<file path="src/rtl/pulse_train_ctrl.sv">
`default_nettype none
// ============================================================================
// Module      : pulse_train_ctrl
// Description : Programmable pulse-train generator. A one-cycle start latches
//               period / high width / pulse count and emits that many pulses
//               on the registered pulse output, then strobes done. Bad
//               configurations are rejected with a one-cycle err strobe, and
//               stop aborts from any state.
// Revision    : 1.0 - initial release
// ============================================================================
module pulse_train_ctrl #(
    parameter int CNT_W = 16,
    parameter int N_W   = 8
) (
    input  logic             clk,
    input  logic             rstn,
    input  logic             start,
    input  logic             stop,
    input  logic [CNT_W-1:0] period,
    input  logic [CNT_W-1:0] width,
    input  logic [N_W-1:0]   count,
    output logic             pulse,
    output logic             busy,
    output logic             done,
    output logic             err
);

    typedef enum logic [1:0] {
        S_IDLE = 2'd0,
        S_HIGH = 2'd1,
        S_LOW  = 2'd2,
        S_DONE = 2'd3
    } state_t;

    state_t           state_q,  state_d;
    logic [CNT_W-1:0] phase_q,  phase_d;   // cycle position inside the current period, 1-based
    logic [N_W-1:0]   sent_q,   sent_d;    // pulses fully completed so far
    logic [CNT_W-1:0] per_q,    per_d;
    logic [CNT_W-1:0] wid_q,    wid_d;
    logic [N_W-1:0]   cnt_q,    cnt_d;
    logic             pulse_q,  pulse_d;
    logic             busy_q,   busy_d;
    logic             done_q,   done_d;
    logic             err_q,    err_d;

    logic [N_W-1:0]   sent_inc;
    logic             cfg_bad;

    assign sent_inc = sent_q + N_W'(1);
    assign cfg_bad  = (width == '0) || (width >= period) || (count == '0);

    // Next-state and next-output computation; outputs are registered so the
    // pulse pin changes exactly on the edge that changes the state.
    always_comb begin
        state_d = state_q;
        phase_d = phase_q;
        sent_d  = sent_q;
        per_d   = per_q;
        wid_d   = wid_q;
        cnt_d   = cnt_q;
        pulse_d = pulse_q;
        busy_d  = busy_q;
        done_d  = 1'b0;
        err_d   = 1'b0;

        if (stop) begin
            // Abort beats everything, including a simultaneous start.
            state_d = S_IDLE;
            pulse_d = 1'b0;
            busy_d  = 1'b0;
        end else begin
            case (state_q)
                S_IDLE: begin
                    pulse_d = 1'b0;
                    busy_d  = 1'b0;
                    if (start) begin
                        if (cfg_bad) begin
                            err_d = 1'b1;
                        end else begin
                            per_d   = period;
                            wid_d   = width;
                            cnt_d   = count;
                            sent_d  = '0;
                            phase_d = CNT_W'(1);
                            state_d = S_HIGH;
                            pulse_d = 1'b1;
                            busy_d  = 1'b1;
                        end
                    end
                end
                S_HIGH: begin
                    // Phase stays <= width < period here, so the increment cannot wrap.
                    phase_d = phase_q + CNT_W'(1);
                    if (phase_q == wid_q) begin
                        state_d = S_LOW;
                        pulse_d = 1'b0;
                    end
                end
                S_LOW: begin
                    if (phase_q == per_q) begin
                        sent_d = sent_inc;
                        if (sent_inc < cnt_q) begin
                            state_d = S_HIGH;
                            phase_d = CNT_W'(1);
                            pulse_d = 1'b1;
                        end else begin
                            state_d = S_DONE;
                            busy_d  = 1'b0;
                            done_d  = 1'b1;
                        end
                    end else begin
                        phase_d = phase_q + CNT_W'(1);
                    end
                end
                S_DONE: begin
                    state_d = S_IDLE;
                end
                default: begin
                    state_d = S_IDLE;
                    pulse_d = 1'b0;
                    busy_d  = 1'b0;
                end
            endcase
        end
    end

    // State, counter, config and output registers with asynchronous clear.
    always_ff @(posedge clk or negedge rstn) begin
        if (!rstn) begin
            state_q <= S_IDLE;
            phase_q <= '0;
            sent_q  <= '0;
            per_q   <= '0;
            wid_q   <= '0;
            cnt_q   <= '0;
            pulse_q <= 1'b0;
            busy_q  <= 1'b0;
            done_q  <= 1'b0;
            err_q   <= 1'b0;
        end else begin
            state_q <= state_d;
            phase_q <= phase_d;
            sent_q  <= sent_d;
            per_q   <= per_d;
            wid_q   <= wid_d;
            cnt_q   <= cnt_d;
            pulse_q <= pulse_d;
            busy_q  <= busy_d;
            done_q  <= done_d;
            err_q   <= err_d;
        end
    end

    assign pulse = pulse_q;
    assign busy  = busy_q;
    assign done  = done_q;
    assign err   = err_q;

endmodule
`default_nettype wire

</file>
<file path="config.mk">
export PLATFORM = sky130hd
export DESIGN_NAME = pulse_train_ctrl
export DESIGN_NICKNAME = d
export VERILOG_FILES = /design/src/rtl/pulse_train_ctrl.sv
export SDC_FILE = /design/constraint.sdc
export NUM_CORES = 1
export LEC_CHECK = 0
export ABC_CLOCK_PERIOD_IN_PS = 4800
export CORE_AREA = 10 10 100 102
export DETAILED_ROUTE_END_ITERATION = 7
export DIE_AREA = 0 0 110 112
export MAX_ROUTING_LAYER = met4
export PLACE_DENSITY = 0.76
export SKIP_LAST_GASP = 1
export SLEW_MARGIN = 20
export SYNTH_ARGS = -nofsm -noshare
export SYNTH_HDL_FRONTEND = slang
export SYNTH_SLANG_ARGS = --single-unit
</file>
<file path="constraint.sdc">
create_clock -name clk -period 4.8 [get_ports clk]
set_clock_uncertainty 0.2 [all_clocks]
set_input_delay 0.96 -clock clk [delete_from_list [all_inputs] [get_ports clk]]
set_output_delay 0.96 -clock clk [all_outputs]
set_load 0.01 [all_outputs]
</file>
# Word-level counts from Yosys, hierarchy flattened
# Index checks and enable logic that the tools add are counted.
# W data, S select, Z words.
# word_totals
reg_bits	70
latch_bits	0
ramBits	0
mem_bits_ro	0
out_inout_bits	4
mem_count	0
# op_classes
n_addsub	2
multipliers	0
n_div	0
magnitude_cmp	2
n_eq_ne	15
shifts	0
mux	35
bitwise	2
reduce_logical	15
# ops
operator	count
$mux W16	4
$pmux W16 S3	1
$eq A16 B16 Y1	2
$mux W8	3
$ne A3 B3 Y1 const B	7
$mux W1	17
$add A16 B1 Y16 const B	1
$ge A16 B16 Y1	1
$logic_not A16 Y1	1
$pmux W8 S2	1
$mux W2	6
$reduce_and A4 Y1	3
$reduce_and A5 Y1	2
$add A8 B1 Y8 const B	1
$logic_not A8 Y1	1
$lt A8 B8 Y1	1
$pmux W2 S4	1
$ne A2 B2 Y1 const B	3
$reduce_bool A3 Y1	2
$eq A2 B2 Y1 const B	2
$reduce_bool A4 Y1	1
$pmux W1 S3	1
$reduce_and A3 Y1	1
$eq A2 B1 Y1 const B	1
other kinds (5)	7

# Logic depth before layout (Yosys ltp)
# depth
ltp_word	7
ltp_mapped	13

# Worst setup path before layout
# OpenSTA, ideal clock, no wires.
# synth_timing
path_type	in2reg
start	input period[6]
end	register per_q[10]
setup_time_ns	0.125
arrival_time_ns	2.934
required_ns	4.475
setup_slack_ns	1.541
path_stages	10
path_cell_list	inv_1 ha_1 and3_4 a221oi_2 o221a_2 o211ai_4 nor2_1 buf_2 buf_2 mux2_2
# synth_via
elab_chain_cells	5
# synth_rtl
element	line_no	source
start: declaration	19	input logic [CNT_W-1:0] period,
$ge A16 B16 Y1	50	assign cfg_bad = (width == '0) || (width >= period) || (count == '0);
$logic_or A1 B1 Y1 (2 in a row)	50	
$not A1 Y1 (no line)	n/a	
$reduce_and A4 Y1 (no line)	n/a	
end signal: assignment	144	per_q <= per_d;
end: declaration	38	logic [CNT_W-1:0] per_q, per_d;
# Every way passes these cells.
# A chain may end at the register's enable or synchronous reset.

# Worst setup path in the final report
# layout_timing
start	input period[6]
end	register wid_q[14]
# layout_via
elab_chain_cells	5
# layout_rtl
element	line_no	source
$ge A16 B16 Y1	50	
$logic_or A1 B1 Y1 (2 in a row)	50	
$not A1 Y1 (no line)	n/a	
$reduce_and A4 Y1 (no line)	n/a	
end signal: assignment	145	wid_q <= wid_d;
end: declaration	39	logic [CNT_W-1:0] wid_q, wid_d;
# Every way passes these cells.

==> summary.md <==
| Metric | Value |
|---|---|
| Outcome | completed |
| NetSw | 753 uW |
| Slew headroom | 54.9% |
| ANT nets after route | 0 |
| Part of the power in registers | 44.1% |
| Register Area | 0.00175 mm2 |
| Setup bufs post-CTS | 0 |
| RSZ-0062 raised after global routing | false |
| Fin crit share | 76.5% |
| R2r startpoint | sent_q[0] |
| Cell Pwr Density | 422 mW/mm2 |
| Syn avg cell area | 9.96 um2 |
| Setup tns final | 0 ns |
| CTS tree | built |
| CTS Buf Count | 9 |
| YS warnings | 0 |
| Longest Clk Path Bufs | 2 |
| Critical Path Source Type | input port |
| Die X-Extent | 110 um |
| P&R area growth vs syn | 15.4% |
| Syn Inst Count | 436 |
| DRT iter0 DRCs | 176 |
| Core area | 0.00805 mm2 |
| Critical path origin | period[6] |
| Sink Count | 70 |
| Share of layout cells above drive strength 1 | 14.0% |
| RePlAce Congestion | 0.856 |
| Worst EP required | 4.83 ns |
| Global route overflow | 0 |
| M2 GR Usage | 25.8% |
| Maximum number of pins on one net before global-route repair | 48 |
| Min-Delay Path Class | input port to asynchronous set/reset pin |
| Largest fanout on the critical path | 47 |
| Initial core utilization | 53.9% |
| Setup violators final | 0 |
| Seq/Total Area, Yosys | 40.3% |
| DRC | 0 |
| #FFs+latches synth | 70 |
| Clock root buffer | clkbuf_8 |
| Drt wl/cell | 17.4 um |
| PostCTS Resize Cnt | 0 |
| Comb power frac | 36.7% |
| Initial antenna violation count | 0 |
| Most frequent cells in the layout | 70 x dfrtp_1, 46 x clkdlybuf4s50_1, 39 x nand2_1 |
| Commonest non-fill, non-tap cell in the layout | dfrtp_1 |
| Die footprint | 0.0123 mm2 |
| Total Nets Final | 547 |
| Clock transition at the registers of the reported paths | 0.07 ns |
| DRT Wirelength | 10100 um |
| Die H | 112 um |
| Hold Violations, Final | 0 |
| Io pins | 48 |
| Setup WS pre-CTS | 0.776 ns |
| Switch share | 35.6% |
| Fillcell total | 669 |
| Row Count | 33 |
| Met1 GRT Util | 23.5% |
| Kind of end point of the critical path | register |
| Multi-input logic area | 0.00236 mm2 |
| Min setup slack post-route | 1.13 ns |
| M3 GR Usage | 3.40% |
| Clock Power Share | 19.2% |
| Critical path type | input port to register |
| Cts hold-fix bufs | 0 |
| Leakage power | 0.00226 uW |
| Count of cell types in the netlist | 57 |
| Fin crit period | 3.67 ns |
| Vias in the first global route | 3323 |
| Design Power | 2110 uW |
| MaxCap Viol Count | 0 |
| Busiest grt layer | met2 |
| Worst VDD drop | 0.271 mV |
| Vias/cell | 5.73 |
| TritonRoute pass-1 iters | 4 |
| Slew Viols, Final | 0 |
| Clock latency on the worst-skew pair | 0.35 ns |
| Fmax | 272 MHz |
| CTS H-tree lvls | 3 |
| Post-DP HPWL | 7850 um |
| Slew of the pin with the lowest slew margin | 0.677 ns |
| First-pass GRT wire length | 16800 um |
| Post-Syn Area | 0.00434 mm2 |
| DR vias | 3335 |
| Number of diodes | 0 |
| Gr usage total | 17.5% |
| Buffers on Ports | 47 |
| Post-Synthesis Net Count | 509 |
| Worst EP arrival | 3.70 ns |
| P_int | 1360 uW |
per-layer routing:
metal  part of all wire (%)  up-vias
met5                      0        -
met4                    2.2        0
met3                    5.2       19
met2                     47      105
met1                     46     1603
li1                       -     1608
power groups by stage:
stage | logic [uW] | clock network, uW | registers [uW]
floorplan | 589 | 0 | 897
global placement | 743 | 0 | 934
detailed placement | 769 | 0 | 941
CTS | 774 | 416 | 929
global route | 853 | 440 | 951
finish | 775 | 406 | 931
worst max-delay path, stage by stage:
cell	delay, ns
clkdlybuf4s50_1	0.49
inv_1	0.05
ha_1	0.29
and3_4	0.19
a221oi_2	0.33
o221a_2	0.27
o211ai_4	0.13
nor2_4	0.10
buf_4	0.46
mux2_2	0.40
flip-flops by register name (all words and copies together) (netlist names):
register / cells
phase_q: 16
err: 1
state_q: 2
per_q: 16
pulse: 1
done: 1
wid_q: 16
busy: 1
cnt_q: 8
sent_q: 8
final cells by class:
| cell class | count | share of cell area, % |
|---|---|---|
| flip-flops and latches | 70 | 35.0 |
| inverters | 30 | 2.25 |
| clock buffers | 12 | 2.90 |
| multi-input cells | 313 | 47.1 |
| well taps | 105 | 2.62 |
| clock inverters | 2 | 0.200 |
| repair buffers | 50 | 9.99 |
synth_stat cells, drive strengths merged:
cell type	instances	area, um2
mux2i	2	20.0
and3	6	42.5
o311ai	1	8.76
a21o	3	22.5
a31oi	1	6.26
xor2	35	307
o31a	2	17.5
and4	1	8.76
clkbuf	8	33.8
dfrtp	70	1750
o211ai	2	28.8
nor3b	1	7.51
nand2b	4	25.0
o211a	2	20.0
nor2	22	82.6
or4	2	15.0
xnor2	4	35.0
a2111o	1	11.3
nand3b	1	7.51
o2111a	1	11.3
ha	29	363
a21bo	2	26.3
o21a	2	15.0
a21oi	10	50.1
o22ai	1	6.26
a41oi	1	16.3
nand2	39	146
inv	30	113
and2	1	6.26
or2b	1	7.51
nor4	17	125
o31ai	11	82.6
o21ai	34	174
o221a	1	11.3
nand4	5	31.3
or3	2	12.5
nand3	14	75.1
nor2b	3	18.8
or2	4	27.5
a211oi	1	7.51
a221oi	2	41.3
buf	15	93.8
o41ai	2	17.5
nor3	7	40.0
mux2	33	372
worst paths after layout:
path,slack [ns],cells past startpoint,to
max,1.13,10,wid_q[14]
min,0.28,1,per_q[5]
max reg2reg,1.15,11,phase_q[15]
min reg2reg,0.33,2,busy
max in group asynchronous,3.47,2,sent_q[4]
min in group clk,0.33,2,busy
kinds of logic after synthesis:
kind of cell / share of synthesized area [%]
buffers and inverters: 5.53
xor gates and xnor gates: 7.87
adders and majority gates: 8.36
AOI/OAI and AO/OA: 13.2
and+or+nand+nor: 15.6
DFF: 40.3
muxes: 9.02
stage by stage:
step / utilization [%] / hold WS, ns / cell area [um2] / instances
2_1_floorplan: - / 0.267 / 4340 / 436
3_3_place_gp: 60.0 / 0.285 / 4830 / 567
3_5_place_dp: 60.0 / 0.315 / 4830 / 567
4_1_cts: 62.0 / 0.327 / 4990 / 581
5_1_grt: 62.2 / 0.287 / 5010 / 582
6_report: 62.2 / 0.284 / 5010 / 582
Note: power is estimated with default switching activity, not from simulation.
==> patch, RTL diff (same settings) <==
Add an input register stage for `count`, without a reset; this delays it by one clock. The other inputs are not delayed to match.
--- a/src/rtl/pulse_train_ctrl.sv
+++ b/src/rtl/pulse_train_ctrl.sv
@@ -32,6 +32,12 @@
         S_DONE = 2'd3
     } state_t;
 
+    logic [N_W-1:0] count_q;
+
+    always_ff @(posedge clk) begin
+        count_q <= count;
+    end
+
     state_t           state_q,  state_d;
     logic [CNT_W-1:0] phase_q,  phase_d;   // cycle position inside the current period, 1-based
     logic [N_W-1:0]   sent_q,   sent_d;    // pulses fully completed so far
@@ -47,7 +53,7 @@
     logic             cfg_bad;
 
     assign sent_inc = sent_q + N_W'(1);
-    assign cfg_bad  = (width == '0) || (width >= period) || (count == '0);
+    assign cfg_bad  = (width == '0) || (width >= period) || (count_q == '0);
 
     // Next-state and next-output computation; outputs are registered so the
     // pulse pin changes exactly on the edge that changes the state.
@@ -79,7 +85,7 @@
                         end else begin
                             per_d   = period;
                             wid_d   = width;
-                            cnt_d   = count;
+                            cnt_d   = count_q;
                             sent_d  = '0;
                             phase_d = CNT_W'(1);
                             state_d = S_HIGH;
Function: changed (a bounded check fails within 4 cycles, from zero or initial values and one cycle with rstn low).
==> patch against the original RTL <==
Routed wire length grew 0.12%. Setup slack lost 0.27 ns. Total power grew 3.5%. Area after synthesis grew 1.2%. Synthesized cell count grew 0.69%. Sequential share of layout area grew 2.5 points. Cell area grew 1.9%. Critical path depth is the same. Sequential cell count grew 8. Highest routed layer unchanged.
==> patch: results (changes against the original RTL) <==
Final nets=554 (+1.3%); Ys Warns=0 (unchanged); Max-Slew Margin vs Limit=0.385 (-0.164); ANT cells=0 (unchanged); WP data arrival=3.99 ns (+0.29 ns); Clk network pwr share=0.211 (+0.019); Resized Gates After CTS=0 (unchanged); largest net degree at the start of global routing=41 (-15%); worst slack, placed=0.560 ns (-0.216 ns); register area share after synthesis=0.435 (+0.0317); top cells by area, synth=dfrtp_1 (40%), ha_1 (8.3%), xor2_1 (7.0%), mux2_1 (4.9%), dfxtp_1 (3.6%); Cell Area, Placed=4920 um2 (+1.8%); Post-synth top cells=dfrtp_1 (70), nand2_1 (38), xor2_1 (35); met2 Use GR=0.248 (-0.0103); Post-Route WL=10100 um (+0.12%); Post-synth ARST share=0.897 (-0.103); drt first pass iters=5 (+1); layout cells sized above 1=0.0926 (-0.0479); sequential power share=0.458 (+0.017); Max Buffers Root-to-Sink=2 (unchanged); initial antenna violation count=0 (unchanged); Int Power=1.40 mW (+2.9%); number of library cell types mapped by synthesis=52 (-8.8%); mux cell area share after synthesis=0.0914 (+0.00123); M1 GR Usage=0.248 (+0.0136); Placer Congestion=0.916 (+7.0%); vias in the first global route=3267 (-1.7%); Syn Nets=512 (+0.59%); Largest regs=per_q: 16 flops, phase_q: 16 flops, wid_q: 16 flops; Fillers=670 (+0.15%); via count=3353 (+0.54%); DP HPWL=7710 um (-1.8%); GR met3 Demand/Resource=0.0340 (unchanged); worst-path maximum fanout=16 (-66%); complex-gate fraction of the synthesized area=0.114 (-0.0186); first-pass GRT wire length=16800 um (+0.20%); CTS root buffer=clkbuf_8; PortBufs=47 (unchanged); maximum VDD drop=0.264 mV (-2.8%); CTS Buf Count=9 (unchanged); outcome=finished, final reports clean; # H-tree levels=3 (unchanged); Leakage=2.33 nW (+3.0%); postcts setup bufs=0 (unchanged); xor-xnor portion of the synthesized cell area=0.0778 (-0.000919); initial drt markers=248 (+41%); Worst-Skew Late Latency=0.35 ns (about the same); clock-pin slew on the worst setup and hold paths=0.09 ns (+0.02 ns); total global-route track usage=0.176 (+0.000980); HP Class=reg -> reg; Adder-Cell Fraction of Synth Area=0.0826 (-0.000976)
## patch: cell types whose count changed in the layout (fill, tap and decap cells not counted), moves of 3 or more
cell	before	now
dfxtp_1	0	8
inv_6	0	3
o21ai_1	4	19
mux2_1	0	19
mux2_2	33	14
o21ai_0	29	15
## patch: stage by stage
| stage | util | power [mW] | instances |
|---|---|---|---|
| global route | 0.634 | 2.34 | 591 |
| global placement | 0.611 | 1.69 | 575 |
| CTS | 0.634 | 2.19 | 591 |
| detailed placement | 0.611 | 1.73 | 575 |
| floorplan | - | 1.50 | 439 |
| finish | 0.634 | 2.19 | 591 |
## patch: cell type report
class                           count  area (um2)  share of cell area
Tap cell                          105         131              0.0257
Clock inverter                      7        56.3              0.0110
Clock buffer                        9         124              0.0243
Multi-Input combinational cell    310        2270               0.445
Inverter                           31         116              0.0228
Sequential cell                    78        1910               0.374
Timing Repair Buffer               51         495              0.0970
## patch: path summary, 6_finish.rpt
path / startpoint / end / slack (ns) / depth (start not counted)
hold reg to reg: count_q[2] / cnt_q[2] / 0.25 / 2
hold / removal: count_q[2] / cnt_q[2] / 0.25 / 2
setup / recovery: period[7] / phase_q[8] / 0.86 / 10
setup reg to reg: sent_q[0] / phase_q[8] / 1.09 / 12
min in group asynchronous: rstn / phase_q[8] / 0.54 / 1
max in group asynchronous: rstn / wid_q[4] / 2.93 / 2
## patch: worst max-delay path, stage by stage
cell             delay (ns)
clkdlybuf4s50_1        0.48
inv_1                  0.05
ha_1                   0.30
and3_4                 0.16
a221o_1                0.38
a221oi_2               0.26
o211ai_2               0.25
a21o_1                 0.40
or2_4                  0.39
o41ai_1                0.35
## patch: metal layers
layer	wire, um	vias to the layer above	share of wire
met5	0	-	0
met4	157	0	0.016
met3	442	12	0.044
met2	4620	93	0.46
met1	4900	1626	0.48
li1	-	1622	-
